<file path="config.mk">
export PLATFORM = sky130hd
export DESIGN_NAME = tlb
export DESIGN_NICKNAME = d
export VERILOG_FILES = /design/src/rtl/tlb_pkg.sv /design/src/rtl/tlb_match.sv /design/src/rtl/tlb.sv
export SDC_FILE = /design/constraint.sdc
export NUM_CORES = 2
export LEC_CHECK = 0
export ABC_AREA = 0
export ABC_CLOCK_PERIOD_IN_PS = 5200
export CORE_MARGIN = 4
export CORE_UTILIZATION = 50
export CTS_BUF_LIST = sky130_fd_sc_hd__clkbuf_2
export DETAILED_ROUTE_END_ITERATION = 6
export PLACE_DENSITY = 0.63
export SYNTH_ARGS = -nofsm -noshare
export SYNTH_HDL_FRONTEND = slang
export SYNTH_SLANG_ARGS = --single-unit
export TNS_END_PERCENT = 50
</file>
<file path="constraint.sdc">
create_clock -name clk -period 5.2 [get_ports clk]
set_clock_uncertainty 0.15 [all_clocks]
set_input_delay 1.04 -clock clk [delete_from_list [all_inputs] [get_ports clk]]
set_output_delay 1.04 -clock clk [all_outputs]
set_load 0.05 [all_outputs]
</file>
<file path="src/rtl/tlb_pkg.sv">
// Shared TLB definitions: geometry, field widths, the packed entry layout and the page view.
package tlb_pkg;

    localparam int TLBNUM    = 16;
    localparam int TLB_IDX_W = 4;
    localparam int VPN2_W    = 19;
    localparam int PFN_W     = 20;
    localparam int ASID_W    = 8;

    // Bit offsets of each field in the packed entry, LSB first.
    localparam int OFF_V1   = 0;
    localparam int OFF_D1   = 1;
    localparam int OFF_C1   = 2;
    localparam int OFF_PFN1 = 5;
    localparam int OFF_V0   = 25;
    localparam int OFF_D0   = 26;
    localparam int OFF_C0   = 27;
    localparam int OFF_PFN0 = 30;
    localparam int OFF_G    = 50;
    localparam int OFF_ASID = 51;
    localparam int OFF_VPN2 = 59;
    localparam int ENTRY_W  = 78;

    typedef struct packed {
        logic [VPN2_W-1:0] vpn2;
        logic [ASID_W-1:0] asid;
        logic              g;
        logic [PFN_W-1:0]  pfn0;
        logic [2:0]        c0;
        logic              d0;
        logic              v0;
        logic [PFN_W-1:0]  pfn1;
        logic [2:0]        c1;
        logic              d1;
        logic              v1;
    } tlb_entry_t;

    typedef struct packed {
        logic [PFN_W-1:0] pfn;
        logic [2:0]       c;
        logic             d;
        logic             v;
    } tlb_page_t;

endpackage

</file>
<file path="src/rtl/tlb_match.sv">
// Single-entry lookup comparator: VPN2 must match, and ASID must match unless the entry is global.
module tlb_match
    import tlb_pkg::*;
(
    input  logic [VPN2_W-1:0] i_ent_vpn2,
    input  logic [ASID_W-1:0] i_ent_asid,
    input  logic              i_ent_g,
    input  logic [VPN2_W-1:0] i_key_vpn2,
    input  logic [ASID_W-1:0] i_key_asid,
    output logic              o_hit
);

    assign o_hit = (i_ent_vpn2 == i_key_vpn2) && (i_ent_g || (i_ent_asid == i_key_asid));

endmodule

</file>
<file path="src/rtl/tlb.sv">
// Joint 16-entry dual-page TLB: two combinational search ports, one write port, one read port.
module tlb
    import tlb_pkg::*;
#(
    parameter int TLB_N = TLBNUM
)
(
    input  logic                 clk,
    input  logic                 resetn,

    input  logic [VPN2_W-1:0]    s0_vpn2,
    input  logic                 s0_odd_page,
    input  logic [ASID_W-1:0]    s0_asid,
    output logic                 s0_found,
    output logic [TLB_IDX_W-1:0] s0_index,
    output logic [PFN_W-1:0]     s0_pfn,
    output logic [2:0]           s0_c,
    output logic                 s0_d,
    output logic                 s0_v,

    input  logic [VPN2_W-1:0]    s1_vpn2,
    input  logic                 s1_odd_page,
    input  logic [ASID_W-1:0]    s1_asid,
    output logic                 s1_found,
    output logic [TLB_IDX_W-1:0] s1_index,
    output logic [PFN_W-1:0]     s1_pfn,
    output logic [2:0]           s1_c,
    output logic                 s1_d,
    output logic                 s1_v,

    input  logic                 we,
    input  logic [TLB_IDX_W-1:0] w_index,
    input  logic [VPN2_W-1:0]    w_vpn2,
    input  logic [ASID_W-1:0]    w_asid,
    input  logic                 w_g,
    input  logic [PFN_W-1:0]     w_pfn0,
    input  logic [2:0]           w_c0,
    input  logic                 w_d0,
    input  logic                 w_v0,
    input  logic [PFN_W-1:0]     w_pfn1,
    input  logic [2:0]           w_c1,
    input  logic                 w_d1,
    input  logic                 w_v1,

    input  logic [TLB_IDX_W-1:0] r_index,
    output logic [VPN2_W-1:0]    r_vpn2,
    output logic [ASID_W-1:0]    r_asid,
    output logic                 r_g,
    output logic [PFN_W-1:0]     r_pfn0,
    output logic [2:0]           r_c0,
    output logic                 r_d0,
    output logic                 r_v0,
    output logic [PFN_W-1:0]     r_pfn1,
    output logic [2:0]           r_c1,
    output logic                 r_d1,
    output logic                 r_v1
);

    tlb_entry_t r_entries [TLB_N];

    always_ff @(posedge clk or negedge resetn) begin
        if (!resetn) begin
            for (int i = 0; i < TLB_N; i++) begin
                r_entries[i] <= '0;
            end
        end else if (we) begin
            r_entries[w_index] <= '{vpn2: w_vpn2, asid: w_asid, g: w_g,
                                   pfn0: w_pfn0, c0: w_c0, d0: w_d0, v0: w_v0,
                                   pfn1: w_pfn1, c1: w_c1, d1: w_d1, v1: w_v1};
        end
    end

    logic [VPN2_W-1:0]    w_key_vpn2 [2];
    logic [ASID_W-1:0]    w_key_asid [2];
    logic                 w_key_odd  [2];
    logic [TLB_N-1:0]     w_hit      [2];
    logic [1:0]           w_found;
    logic [TLB_IDX_W-1:0] w_idx      [2];
    tlb_page_t            w_page     [2];

    assign w_key_vpn2[0] = s0_vpn2;
    assign w_key_vpn2[1] = s1_vpn2;
    assign w_key_asid[0] = s0_asid;
    assign w_key_asid[1] = s1_asid;
    assign w_key_odd[0]  = s0_odd_page;
    assign w_key_odd[1]  = s1_odd_page;

    for (genvar p = 0; p < 2; p++) begin : g_port
        for (genvar e = 0; e < TLB_N; e++) begin : g_ent
            tlb_match u_match (
                .i_ent_vpn2 (r_entries[e].vpn2),
                .i_ent_asid (r_entries[e].asid),
                .i_ent_g    (r_entries[e].g),
                .i_key_vpn2 (w_key_vpn2[p]),
                .i_key_asid (w_key_asid[p]),
                .o_hit      (w_hit[p][e])
            );
        end

        logic                 w_f;
        logic [TLB_IDX_W-1:0] w_i;
        tlb_entry_t           w_e;
        tlb_page_t            w_pg;

        // Scan from the top down so the lowest matching index is the one left standing.
        always_comb begin
            w_f = 1'b0;
            w_i = '0;
            w_e = '0;
            for (int i = TLB_N - 1; i >= 0; i--) begin
                if (w_hit[p][i]) begin
                    w_f = 1'b1;
                    w_i = TLB_IDX_W'(i);
                    w_e = r_entries[i];
                end
            end
            w_pg = '0;
            if (w_f) begin
                w_pg = w_key_odd[p] ? '{pfn: w_e.pfn1, c: w_e.c1, d: w_e.d1, v: w_e.v1}
                                    : '{pfn: w_e.pfn0, c: w_e.c0, d: w_e.d0, v: w_e.v0};
            end
        end

        assign w_found[p] = w_f;
        assign w_idx[p]   = w_i;
        assign w_page[p]  = w_pg;
    end

    assign s0_found = w_found[0];
    assign s0_index = w_idx[0];
    assign s0_pfn   = w_page[0].pfn;
    assign s0_c     = w_page[0].c;
    assign s0_d     = w_page[0].d;
    assign s0_v     = w_page[0].v;

    assign s1_found = w_found[1];
    assign s1_index = w_idx[1];
    assign s1_pfn   = w_page[1].pfn;
    assign s1_c     = w_page[1].c;
    assign s1_d     = w_page[1].d;
    assign s1_v     = w_page[1].v;

    assign r_vpn2 = r_entries[r_index].vpn2;
    assign r_asid = r_entries[r_index].asid;
    assign r_g    = r_entries[r_index].g;
    assign r_pfn0 = r_entries[r_index].pfn0;
    assign r_c0   = r_entries[r_index].c0;
    assign r_d0   = r_entries[r_index].d0;
    assign r_v0   = r_entries[r_index].v0;
    assign r_pfn1 = r_entries[r_index].pfn1;
    assign r_c1   = r_entries[r_index].c1;
    assign r_d1   = r_entries[r_index].d1;
    assign r_v1   = r_entries[r_index].v1;

endmodule

</file>
==> flow_summary.ini <==
[floorplanning]
die_outline_area_sq_um = 166000
placementRows = 146
placeableCoreArea_sq_um = 158000
dieHeight_um = 407
design.portCount = 283
initial_core_util = 0.503
floorplan.die.width_um = 407

[synthesis]
ys_seq_area_frac = 0.393
synth_warnings = 0
synth_async_sr_flop_share = 1.00
edff_count_synth = 0
synth_cell_types = 67
ys_dominant_reg_cell = sky130_fd_sc_hd__dfrtp_1
synth_largest_type_area_fraction = 0.393
mappedNetlistNets = 7094
post_synth_main_area_contributors = sky130_fd_sc_hd__dfrtp_1 (39%), sky130_fd_sc_hd__mux2_2 (18%), sky130_fd_sc_hd__mux4_2 (11%)
number_of_synthesized_register_bits = 1248
postSynthCellCount = 6949
avgSynthCellArea_sq_um = 11.5
synth_top_area_cell = sky130_fd_sc_hd__dfrtp_1
synth.cell_area_sq_um = 79600

[route]
drt-vias-per-instance = 7.12
drtIter0Drc = 12100
drt_first_pass_iters = 7
drt.antenna.violating_nets = 0
detailroute.via_count = 73900
routedWlPerCell_um = 37.6
finalWirelength_um = 390000
drc_violations = 0

[clock_tree]
ctsHtreeMaxLevel = 5
clk_path_buf_depth = 4
clock-sinks = 1248
tritoncts.num_buffers = 361
cts-root-buf = sky130_fd_sc_hd__clkbuf_2
cts_tree = yes
clkLatencyLatePin_ns = 1.89
worst_path_clk_slew_ns = 0.10

[global_route]
grt_remaining_overflow = 0
grt_antenna_before_repair = 18
grt_pass1_vias = 72200
global_route_wire_length_before_repair_um = 545000
grt_max_degree = 142
grtUsageTotal = 0.463

[layout]
finalInstanceArea_sq_um = 100000
post_route_cells_drive_above_1_share = 0.460
number_of_flip_flops_under_the_largest_register_name = 1248
filler_cell_count = 12800
largest_registers = r_entries: 1248 flops
layout-area-overhead-vs-synth_pct = 25.9
layout_net_count = 8191
largest-register = r_entries

[setup_path]
regToRegStartpoint = r_entries[151]$_DFFE_PN0P_
critical_path.max_fanout = 24
worstSetupPathType = flip-flop to output port
cp_data_required_time_ns = 4.01
worst_setup_path_start_kind = flip-flop
worstPathArrival_ns = 6.26
setup.worst_path.end_class = output port
critical_path.startpoint = r_entries[925]$_DFFE_PN0P_

[sta]
drv_slew = 0
final_hold_viol_count = 0
min_period_over_period = 1.43
achievable-frequency_mhz = 134
hold_ws_ns = 0.154
rsz_0062_raised_after_global_routing = true
finalSetupViolCount = 60
tightest_slew_ns = 1.33
layout_min_cycle_time_ns = 7.45
timing.final.ws_setup_ns = -2.25
slew_hr = 0.111

[power_and_ir_drop]
power-per-cell-area_nw_per_um2 = 328
ir_worst_vdd_uv = 350
p_leak_uw = 0.0430

[status]
failed_checks = negative setup slack
run_status = complete, but fails checks

[min_path]
worst_min_delay_path_category = input port to flip-flop
worstHoldStart = w_pfn0[19]

[place]
buffer_ports.inserted = 282
place.gp.congestion = 1.02
dp.final_hpwl_um = 265000
postPlaceCellArea_sq_um = 93400

[job]
max_cap_violations = 0
[synth_stat cells, drive strengths merged (149+ instances only)]
cell type  number
nor2          471
clkbuf        461
dfrtp        1248
xor2          715
a221oi        149
xnor2         149
nand2         291
mux4          390
nor4          234
o21ai         210
mux2         1244
buf           255
[metal layers]
layer / up-vias / share of wire / global-route usage
li1: 28700 / - / -
met1: 37400 / 0.38 / 0.624
met2: 6291 / 0.40 / 0.631
met3: 1532 / 0.16 / 0.217
met4: 10 / 0.058 / 0.210
met5: - / 0.00074 / 0
[power breakdown]
part	switching, uW	internal [uW]	total, uW	leakage, uW
Clock	4620	2770	7390	0.00234
Sequential	3170	12000	15100	0.0153
Combinational	5160	5150	10300	0.0253
Total	12900	19900	32800	0.0430
[path summary, 6_finish.rpt]
| path | end | depth (start not counted) | slack [ns] |
|---|---|---|---|
| min | r_entries[49]$_DFFE_PN0P_ | 2 | 0.15 |
| min reg2reg | r_entries[1063]$_DFFE_PN0P_ | 1 | 0.42 |
| min in group asynchronous | r_entries[993]$_DFFE_PN0P_ | 4 | 0.42 |
| max reg2reg | r_entries[151]$_DFFE_PN0P_ | 3 | 3.97 |
| max | s1_pfn[17] | 11 | -2.25 |
| max in group asynchronous | r_entries[350]$_DFFE_PN0P_ | 4 | 3.52 |
[critical path: stages (launching register included)]
cell and delay, ns:
sky130_fd_sc_hd__dfrtp_1 0.48, sky130_fd_sc_hd__xor2_1 0.22, sky130_fd_sc_hd__nor4_1 0.48, sky130_fd_sc_hd__nand4_1 0.30, sky130_fd_sc_hd__or3_4 0.53, sky130_fd_sc_hd__buf_6 0.16
sky130_fd_sc_hd__buf_12 0.15, sky130_fd_sc_hd__a31oi_1 0.32, sky130_fd_sc_hd__o221ai_4 0.28, sky130_fd_sc_hd__a222oi_1 1.07, sky130_fd_sc_hd__buf_4 0.27, sky130_fd_sc_hd__buf_12 0.13
[layout make-up]
class	instances	area, sq um	share of cell area
multi-input combinational	4954	47500	0.474
sequential	1248	31300	0.312
timing repair buffer	1449	15700	0.156
tap	2072	2590	0.0259
clock buffer	516	2580	0.0258
clock inverter	82	397	0.00396
inverter	32	120	0.00120
antenna	21	52.6	0.000525
[cells by family after synthesis]
kind of cell	synth area share
multiplexers	0.286
AND/OR/NAND/NOR	0.0800
flip-flops	0.393
AO/OA/AOI/OAI	0.106
XOR/XNOR	0.0951
buffers and inverters	0.0404
[metrics by stage]
step / instances / worst slack, ns / utilization / power (uW) / TNS (ns)
5_1_grt: 10400 / -2.28 / 0.633 / 34000 / -106.77
6_report: 10400 / -2.25 / 0.633 / 32800 / -96.97
2_1_floorplan: 6949 / -0.408 / - / 20100 / -10.94
4_1_cts: 10300 / -2.06 / 0.625 / 32300 / -98.77
3_3_place_gp: 9627 / -2.16 / 0.590 / 24500 / -85.77
3_5_place_dp: 9627 / -2.12 / 0.590 / 24800 / -84.08
[placed cells by master, fill, tap and decap left out, types with 28 or more instances in the layout]
master / instances
sky130_fd_sc_hd__a221o_1: 146
sky130_fd_sc_hd__nor3_1: 84
sky130_fd_sc_hd__clkinv_1: 65
sky130_fd_sc_hd__a31oi_1: 46
sky130_fd_sc_hd__o22ai_1: 72
sky130_fd_sc_hd__buf_4: 873
sky130_fd_sc_hd__o21ai_1: 51
sky130_fd_sc_hd__clkbuf_2: 516
sky130_fd_sc_hd__o221ai_1: 49
sky130_fd_sc_hd__nor4_2: 48
sky130_fd_sc_hd__a221oi_2: 57
sky130_fd_sc_hd__nand4_1: 38
sky130_fd_sc_hd__nor2_1: 451
sky130_fd_sc_hd__dfrtp_1: 1226
sky130_fd_sc_hd__buf_6: 68
sky130_fd_sc_hd__nand3_1: 33
sky130_fd_sc_hd__clkdlybuf4s50_1: 137
sky130_fd_sc_hd__buf_12: 302
sky130_fd_sc_hd__a211oi_1: 70
sky130_fd_sc_hd__mux4_2: 390
sky130_fd_sc_hd__o211ai_1: 77
sky130_fd_sc_hd__a22oi_1: 49
sky130_fd_sc_hd__o21ai_0: 132
sky130_fd_sc_hd__dlygate4sd3_1: 44
sky130_fd_sc_hd__nand3b_1: 28
sky130_fd_sc_hd__xnor2_1: 147
sky130_fd_sc_hd__nor4_1: 172
sky130_fd_sc_hd__a21oi_1: 121
sky130_fd_sc_hd__xor2_1: 700
sky130_fd_sc_hd__mux2_2: 1244
sky130_fd_sc_hd__a221oi_1: 88
sky130_fd_sc_hd__inv_1: 31
sky130_fd_sc_hd__nand2_1: 275
[what timing repair did]
action | CTS | global route
hold endpoints to repair | 1749 | 0
gates resized for setup | 344 | 172
cloned | 4 | 4
pin swaps | 137 | 118
setup endpoints to repair | 60 | 60
hold buffers | 45 | 0
buffers inserted | 55 | 39
No activity file was read; power rests on OpenSTA's default activity.
